$ cat config.mk
export PLATFORM = sky130hd
export DESIGN_NAME = alu_arbiter
export DESIGN_NICKNAME = d
export VERILOG_FILES = /design/src/rtl/alu_arbiter.sv
export SDC_FILE = /design/constraint.sdc
export NUM_CORES = 1
export LEC_CHECK = 0
export CORE_MARGIN = 1.5
export CORE_UTILIZATION = 41
export DETAILED_ROUTE_END_ITERATION = 6
export GPL_TIMING_DRIVEN = 0
export HOLD_SLACK_MARGIN = 0.03
export PLACE_DENSITY = 0.95
export SLEW_MARGIN = 0
export SYNTH_ARGS = -nofsm -noshare
export SYNTH_HDL_FRONTEND = slang
export SYNTH_SLANG_ARGS = --single-unit
$ cat constraint.sdc
create_clock -name clk -period 3.6 [get_ports clk]
set_input_delay 0.72 -clock clk [delete_from_list [all_inputs] [get_ports clk]]
set_output_delay 0.72 -clock clk [all_outputs]
set_load 0.01 [all_outputs]
$ cat src/rtl/alu_arbiter.sv
// alu_arbiter: round-robin sequencer sharing one combinational 8-bit ALU
// among up to four requesters, returning a registered, ID-tagged response.
module alu_arbiter #(
  parameter int NUM_REQ = 4
) (
  input  logic                 clk,
  input  logic                 rst,
  input  logic [NUM_REQ-1:0]   req_valid,
  output logic [NUM_REQ-1:0]   req_ready,
  input  logic [8*NUM_REQ-1:0] req_operand_a,
  input  logic [8*NUM_REQ-1:0] req_operand_b,
  input  logic [4*NUM_REQ-1:0] req_alu_op,
  output logic [7:0]           alu_operand_a,
  output logic [7:0]           alu_operand_b,
  output logic [3:0]           alu_op,
  input  logic [7:0]           alu_result,
  input  logic                 alu_zero,
  input  logic                 alu_carry,
  input  logic                 alu_overflow,
  input  logic                 alu_negative,
  output logic                 rsp_valid,
  input  logic                 rsp_ready,
  output logic [1:0]           rsp_id,
  output logic [7:0]           rsp_result,
  output logic [3:0]           rsp_flags,
  output logic                 rsp_err,
  output logic                 busy
);

  typedef enum logic [1:0] {
    IDLE = 2'd0,
    EXEC = 2'd1,
    RESP = 2'd2
  } state_t;

  state_t     state;
  state_t     state_nxt;
  logic [1:0] rr_ptr;
  logic [1:0] op_id;
  logic [1:0] win_id;
  logic       win_found;
  logic       grant_open;
  logic       accept;

  // (base + k) mod NUM_REQ without a divider
  function automatic logic [1:0] rr_idx(
    input logic [1:0] base,
    input int         k
  );
    logic [2:0] s;
    s = {1'b0, base} + 3'(k);
    if (s >= 3'(NUM_REQ))
      s = s - 3'(NUM_REQ);
    return s[1:0];
  endfunction

  always_comb begin
    win_found = 1'b0;
    win_id    = '0;
    for (int k = 0; k < NUM_REQ; k++) begin
      if (!win_found && req_valid[rr_idx(rr_ptr, k)]) begin
        win_found = 1'b1;
        win_id    = rr_idx(rr_ptr, k);
      end
    end
  end

  assign accept = grant_open && win_found;

  always_ff @(posedge clk or posedge rst) begin
    if (rst)
      state <= IDLE;
    else
      state <= state_nxt;
  end

  always_comb begin
    state_nxt = state;
    unique case (state)
      IDLE: if (accept) state_nxt = EXEC;
      EXEC: state_nxt = RESP;
      RESP: begin
        if (rsp_ready)
          state_nxt = accept ? EXEC : IDLE;
      end
      default: state_nxt = IDLE;
    endcase
  end

  // grants never look at ALU outputs, so no loop closes through the ALU
  always_comb begin
    grant_open = 1'b0;
    busy       = (state != IDLE);
    rsp_valid  = (state == RESP);
    unique case (state)
      IDLE:    grant_open = !rst;
      RESP:    grant_open = !rst && rsp_ready;
      default: grant_open = 1'b0;
    endcase
    for (int i = 0; i < NUM_REQ; i++)
      req_ready[i] = accept && (win_id == 2'(i));
  end

  always_ff @(posedge clk or posedge rst) begin
    if (rst) begin
      rr_ptr        <= '0;
      op_id         <= '0;
      alu_operand_a <= '0;
      alu_operand_b <= '0;
      alu_op        <= '0;
    end else if (accept) begin
      rr_ptr        <= rr_idx(win_id, 1);
      op_id         <= win_id;
      alu_operand_a <= req_operand_a[{win_id, 3'b000} +: 8];
      alu_operand_b <= req_operand_b[{win_id, 3'b000} +: 8];
      alu_op        <= req_alu_op[{win_id, 2'b00} +: 4];
    end
  end

  // ALU outputs are sampled only on the EXEC to RESP edge
  always_ff @(posedge clk or posedge rst) begin
    if (rst) begin
      rsp_id     <= '0;
      rsp_result <= '0;
      rsp_flags  <= '0;
      rsp_err    <= 1'b0;
    end else if (state == EXEC) begin
      rsp_id     <= op_id;
      rsp_result <= alu_result;
      rsp_flags  <= {alu_negative, alu_overflow,
                     alu_carry, alu_zero};
      rsp_err    <= (alu_op >= 4'hE);
    end
  end

endmodule

==> impl_metrics.tcl, run 1 <==
set metrics [dict create \
    combPwrFrac 0.555 \
    synth.net_count 315 \
    rsz0062_at_grt "no" \
    ir_drop_uv 431 \
    firstDrtPassIters 4 \
    gp_congestion 0.862 \
    syn_to_final_growth_pct 70.5 \
    insertion_delay_ps 290 \
    holdCritPathClass "flip-flop to flip-flop" \
    grt_pass1_wl_um 11700 \
    intPower_mw 1.71 \
    wirelength_um 7190 \
    clock.fmax_ghz 0.284 \
    path_class "input port to output pin" \
    cts_tree "done" \
    numCtsBuffers 5 \
    post-route-util 0.724 \
    start_util 0.425 \
    final_cell_mix "133 x clkdlybuf4s50_1, 41 x dfrtp_1, 22 x mux2i_1" \
    worstPathMaxFanout 10 \
    die_h_um 78.5 \
    worstSetupEndpointType "output pin" \
    drt_iter0_drc 89 \
    via_count 2358 \
    cap_violations 0 \
    dpl.cell_count 427 \
    grt-ovfl-total 0 \
    dp_slack_ps -417 \
    antenna_found_initial 0 \
    crit_path_start_kind "input port" \
    synthCells 216 \
    fin_skew_ps 3.73 \
    path_clk_slew_ps 80 \
    cts_max_path_buffers 2 \
    io_buffers 139 \
    stdcell_count 439 \
    power.density_nw_per_um2 659 \
    yosysWarnings 0 \
    drc_errors 0 \
    ys.flop_type "dfrtp_1" \
    final_area_sq_um 3990 \
    finalSetupViolCount 0 \
    layout_setup_ws_ps 83.6 \
    final_common_cell "clkdlybuf4s50_1" \
    required_ps 2880 \
    num_rows 27 \
    status "finished, final reports clean" \
    fin_setup_tns_ps 0 \
    nets 465 \
    share_seq_of_total_power 0.299 \
    grt_pass1_vias 2502 \
    dieArea_sq_um 6170 \
    root_buffer "clkbuf_8" \
    ys_types 41 \
    seq_area_frac_synth 0.439 \
    ys_ff_latch 41 \
    wl_per_cell_um 16.4 \
    syn_area_sq_um 2340 \
    max_slew_margin 0.435 \
    p_clk_frac 0.147 \
    holdBufCountCts 0 \
    via_per_inst 5.37 \
    io_pins 140 \
    switching_share 0.348 \
    tightest_slew_ps 846 \
    fin_crit_ps 3520 \
    power.switching_mw 0.914 \
    grt_use_total 0.239 \
    async_flop_share 1.00 \
    die_w_um 78.5 \
    cts_htree_levels 2 \
    cts_sinks 41 \
    drive_gt1_frac 0.131 \
    synth_edf_count 0 \
    grt_max_degree 42 \
    power_leakage_nw 1.70 \
    core_sq_um 5510 \
    fin_crit_sh 0.977 \
    dpl_cell_area_sq_um 3820 \
    drv_slew 0 \
    antennaDiodeCount 0 \
    hold_violations 0 \
    hpwl_um 5530 \
    worstPathArrival_ps 2800 \
    syn_avg_cell_area_sq_um 10.8 \
    ant_nets 0 \
]
power groups by stage:
stage	clock [mW]	combinational (mW)	sequential (mW)
2_1_floorplan	0	0.691	0.858
3_3_place_gp	0	1.40	0.776
3_5_place_dp	0	1.44	0.789
4_1_cts	0.392	1.47	0.786
5_1_grt	0.411	1.57	0.809
6_report	0.385	1.46	0.785
final timing paths:
kind	start	end	slack [ps]	depth (start not counted)
min in group asynchronous	rst	state[0]$_DFFE_PP0P_	1010	2
worst min-delay path	rsp_err$_DFFE_PP0N_	rsp_err$_DFFE_PP0N_	480	2
max in group asynchronous	rst	alu_operand_a[6]$_DFFE_PP0P_	2060	2
worst min register to register	rsp_err$_DFFE_PP0N_	rsp_err$_DFFE_PP0N_	480	2
worst max register to register	rr_ptr[1]$_DFFE_PP0P_	alu_operand_a[1]$_DFFE_PP0P_	1460	8
worst max-delay path	req_valid[3]	req_ready[0]	80	8
through the flow:
stage | power (mW) | hold slack [ps]
after global routing | 2.79 | 518
final | 2.63 | 483
after global placement | 2.18 | 460
after detailed placement | 2.23 | 475
after CTS | 2.65 | 496
after floorplan | 1.55 | 443
repair_timing:
| action | in CTS | in global routing |
|---|---|---|
| setup endpoints to repair | 3 | 3 |
| buffers inserted | 4 | 0 |
| pin swaps | 3 | 0 |
| gates resized for setup | 8 | 3 |
state kept, by name, indices dropped and copies added, names as in the netlist:
signal         count
rsp_flags          4
rsp_id             2
rr_ptr             2
alu_operand_b      8
alu_operand_a      8
rsp_err            1
rsp_result         8
alu_op             4
op_id              2
state              2
worst max-delay path, cell delays in order:
cell and delay, ps:
dlygate4sd2_1 330, nor2_2 240, and4b_1 210, buf_2 190, nor2_8 190, buf_6 200, and3_1 170, clkdlybuf4s50_1 540
kinds of logic (layout without fill, tap and decap cells):
kind of cell	Yosys count	in the layout	synth area share
compound gates	61	61	0.202
simple gates	59	59	0.149
flops	41	41	0.439
mux	36	36	0.162
buf+inv	18	169	0.0449
xor+xnor	1	1	0.00375
cell type report:
class,count,area [sq um]
Fill cell,432,1520
Timing Repair Buffer,143,1420
Multi-Input combinational cell,157,1220
Sequential cell,41,1030
Buffer,15,98.8
Tap cell,72,90.1
Clock buffer,6,82.6
Clock inverter,2,37.5
Inverter,3,11.3
cell usage after synthesis, types with 2 or more instances:
library cell | n | area (sq um)
a21oi_1 | 10 | 50.1
a32o_1 | 9 | 90.1
and3_1 | 2 | 12.5
buf_2 | 3 | 15.0
buf_6 | 4 | 45.0
clkbuf_1 | 7 | 26.3
dfrtp_1 | 41 | 1030
inv_1 | 2 | 7.51
mux2_2 | 14 | 158
mux2i_1 | 22 | 220
nand2_1 | 18 | 67.6
nand2b_1 | 14 | 87.6
nand3_1 | 10 | 50.1
nor2_1 | 3 | 11.3
nor2b_1 | 2 | 12.5
o21ai_0 | 11 | 55.1
o21ai_1 | 2 | 10.0
o221ai_1 | 11 | 96.3
o31a_1 | 9 | 78.8
routing by layer:
layer  wire, um  vias up  track usage
met3        553       13       0.0558
li1           -     1112            -
met4        119        0       0.0643
met1       2800     1118        0.266
met5          0        -            0
met2       3720      115        0.450
Note: power is estimated with default switching activity, not from simulation.
==> inputs of run 2 (changes only) <==
--- a/config.mk
+++ b/config.mk
@@ -5,12 +5,14 @@
 export SDC_FILE = /design/constraint.sdc
 export NUM_CORES = 1
 export LEC_CHECK = 0
+export CELL_PAD_IN_SITES_DETAIL_PLACEMENT = 2
+export CELL_PAD_IN_SITES_GLOBAL_PLACEMENT = 2
 export CORE_MARGIN = 1.5
-export CORE_UTILIZATION = 41
+export CORE_UTILIZATION = 23
 export DETAILED_ROUTE_END_ITERATION = 6
 export GPL_TIMING_DRIVEN = 0
 export HOLD_SLACK_MARGIN = 0.03
-export PLACE_DENSITY = 0.95
+export PLACE_DENSITY = 0.94
 export SLEW_MARGIN = 0
 export SYNTH_ARGS = -nofsm -noshare
 export SYNTH_HDL_FRONTEND = slang
==> impl_metrics.tcl, run 2 (synthesis results as in run 1) <==
set metrics [dict create \
    worstSetupEndpointType "output pin" \
    cap_violations 0 \
    path_clk_slew_ps 90 \
    worstPathArrival_ps 2760 \
    io_buffers 139 \
    antenna_found_initial 0 \
    rsz0062_at_grt "no" \
    dieArea_sq_um 10800 \
    core_sq_um 9820 \
    seqCellArea_sq_um 1030 \
    io_pins 140 \
    finalSetupViolCount 0 \
    fillers 1096 \
    wirelength_um 9510 \
    nets 469 \
    stdcell_count 504 \
    ir_drop_uv 222 \
    final_common_cell "clkdlybuf4s50_1" \
    via_count 2411 \
    final_cell_mix "133 x clkdlybuf4s50_1, 41 x dfrtp_1, 22 x mux2i_1" \
    power_leakage_nw 1.68 \
    grt_use_total 0.181 \
    layout_setup_ws_ps 117 \
    top_regs "alu_operand_a: 8 flops, alu_operand_b: 8 flops, rsp_result: 8 flops" \
    insertion_delay_ps 300 \
    cts_tree "done" \
    cts_sinks 41 \
    holdCritPathClass "flip-flop to flip-flop" \
    fin_setup_tns_ps 0 \
    clock.fmax_ghz 0.287 \
    tightest_slew_ps 922 \
    holdBufCountCts 0 \
    status "finished, final reports clean" \
    dpl_cell_area_sq_um 3920 \
    intPower_mw 1.64 \
    firstDrtPassIters 4 \
    multi_input_area_sq_um 1220 \
    drv_slew 0 \
    fin_crit_ps 3480 \
    grt-ovfl-total 0 \
    die_h_um 104 \
    grt_pass1_vias 2876 \
    num_rows 36 \
    crit_top_cell "clkdlybuf4s50_1" \
    drive_gt1_frac 0.140 \
    cts_htree_levels 2 \
    syn_to_final_growth_pct 73.9 \
    fin_skew_ps 6.23 \
    ant_nets 0 \
    root_buffer "clkbuf_8" \
    grt_pass1_wl_um 15500 \
    dpl.cell_count 489 \
    dp_slack_ps -608 \
    switching_share 0.375 \
    hold_violations 0 \
    crit_path_start_kind "input port" \
    start_util 0.238 \
    drt_iter0_drc 51 \
    antennaDiodeCount 0 \
    p_clk_frac 0.121 \
    grt_max_degree 30 \
    crit_path_top_delay_cell "clkdlybuf4s50_1" \
    fin_crit_sh 0.968 \
    path_class "input port to output pin" \
    total_power_mw 2.63 \
    final_area_sq_um 4070 \
    max_slew_margin 0.385 \
    path_cells "clkdlybuf4s50_1, inv_1, a211oi_4, o41ai_4, buf_4, inv_2, and3_1, clkdlybuf4s50_1" \
    gp_congestion 0.726 \
    cp_slowest_stage_delay_ps 550 \
    power.density_nw_per_um2 647 \
    worstPathMaxFanout 8 \
    combPwrFrac 0.579 \
    numCtsBuffers 5 \
    power.switching_mw 0.987 \
    drc_errors 0 \
    wl_per_cell_um 18.9 \
    cts_max_path_buffers 2 \
    required_ps 2880 \
    via_per_inst 4.78 \
    hpwl_um 7620 \
    share_seq_of_total_power 0.300 \
    die_w_um 104 \
]
-- run 2: final cells by class --
type / instances / area share
Sequential cell: 41 / 0.252
Tap cell: 133 / 0.0409
Buffer: 15 / 0.0243
Clock buffer: 6 / 0.0178
Inverter: 3 / 0.00277
Multi-Input combinational cell: 157 / 0.301
Timing Repair Buffer: 147 / 0.357
Clock inverter: 2 / 0.00369
-- run 2: repair_timing --
item,CTS,global route
setup buffers,5,2
endpoints found under the setup margin,3,1
resized for setup,12,3
pin swaps,2,1
-- run 2: power groups by stage --
stage	clock network [mW]	registers (mW)	logic (mW)
after global routing	0.356	0.820	1.64
final	0.318	0.789	1.52
after CTS	0.331	0.795	1.54
after detailed placement	0	0.802	1.50
after global placement	0	0.778	1.44
after floorplan	0	0.858	0.691
-- run 2: final timing paths --
check                                              from                           end  slack (ps)  cells past startpoint
max in group asynchronous                           rst  alu_operand_b[0]$_DFFE_PP0P_        2320                      3
max reg2reg                       rr_ptr[1]$_DFFE_PP0P_  alu_operand_b[0]$_DFFE_PP0P_        1380                      8
max                                           rsp_ready                  req_ready[0]         120                      8
min in group asynchronous                           rst         alu_op[1]$_DFFE_PP0P_         810                      2
min reg2reg                alu_operand_a[1]$_DFFE_PP0P_  alu_operand_a[1]$_DFFE_PP0P_         500                      2
min                        alu_operand_a[1]$_DFFE_PP0P_  alu_operand_a[1]$_DFFE_PP0P_         500                      2
-- run 2: metal layers --
metal  vias to the layer above  routed length [um]  global-route usage
li1                       1111                   -                   -
met4                         0                  46              0.0308
met2                        91                5120               0.348
met5                         -                   0                   0
met3                         5                 521              0.0409
met1                      1204                3810               0.205
-- run 2: worst max-delay path: cells and delay by family --
family | cells | cell delay, ps
AOI/OAI and AO/OA | 2 | 470
buffers and inverters | 5 | 1410
and+or+nand+nor | 1 | 160
-- run 2: metrics by stage --
step | util | hold slack (ps)
detailed placement | 0.399 | 481
floorplan | - | 443
finish | 0.414 | 501
CTS | 0.413 | 503
global route | 0.414 | 539
global placement | 0.397 | 458
==> inputs of run 3 (changes only) <==
--- a/config.mk
+++ b/config.mk
@@ -5,6 +5,7 @@
 export SDC_FILE = /design/constraint.sdc
 export NUM_CORES = 1
 export LEC_CHECK = 0
+export ABC_CLOCK_PERIOD_IN_PS = 3600
 export CELL_PAD_IN_SITES_DETAIL_PLACEMENT = 2
 export CELL_PAD_IN_SITES_GLOBAL_PLACEMENT = 2
 export CORE_MARGIN = 1.5
==> results of run 3 <==
Same layout as run 2: the final DEF is identical, and so are final timing and power.
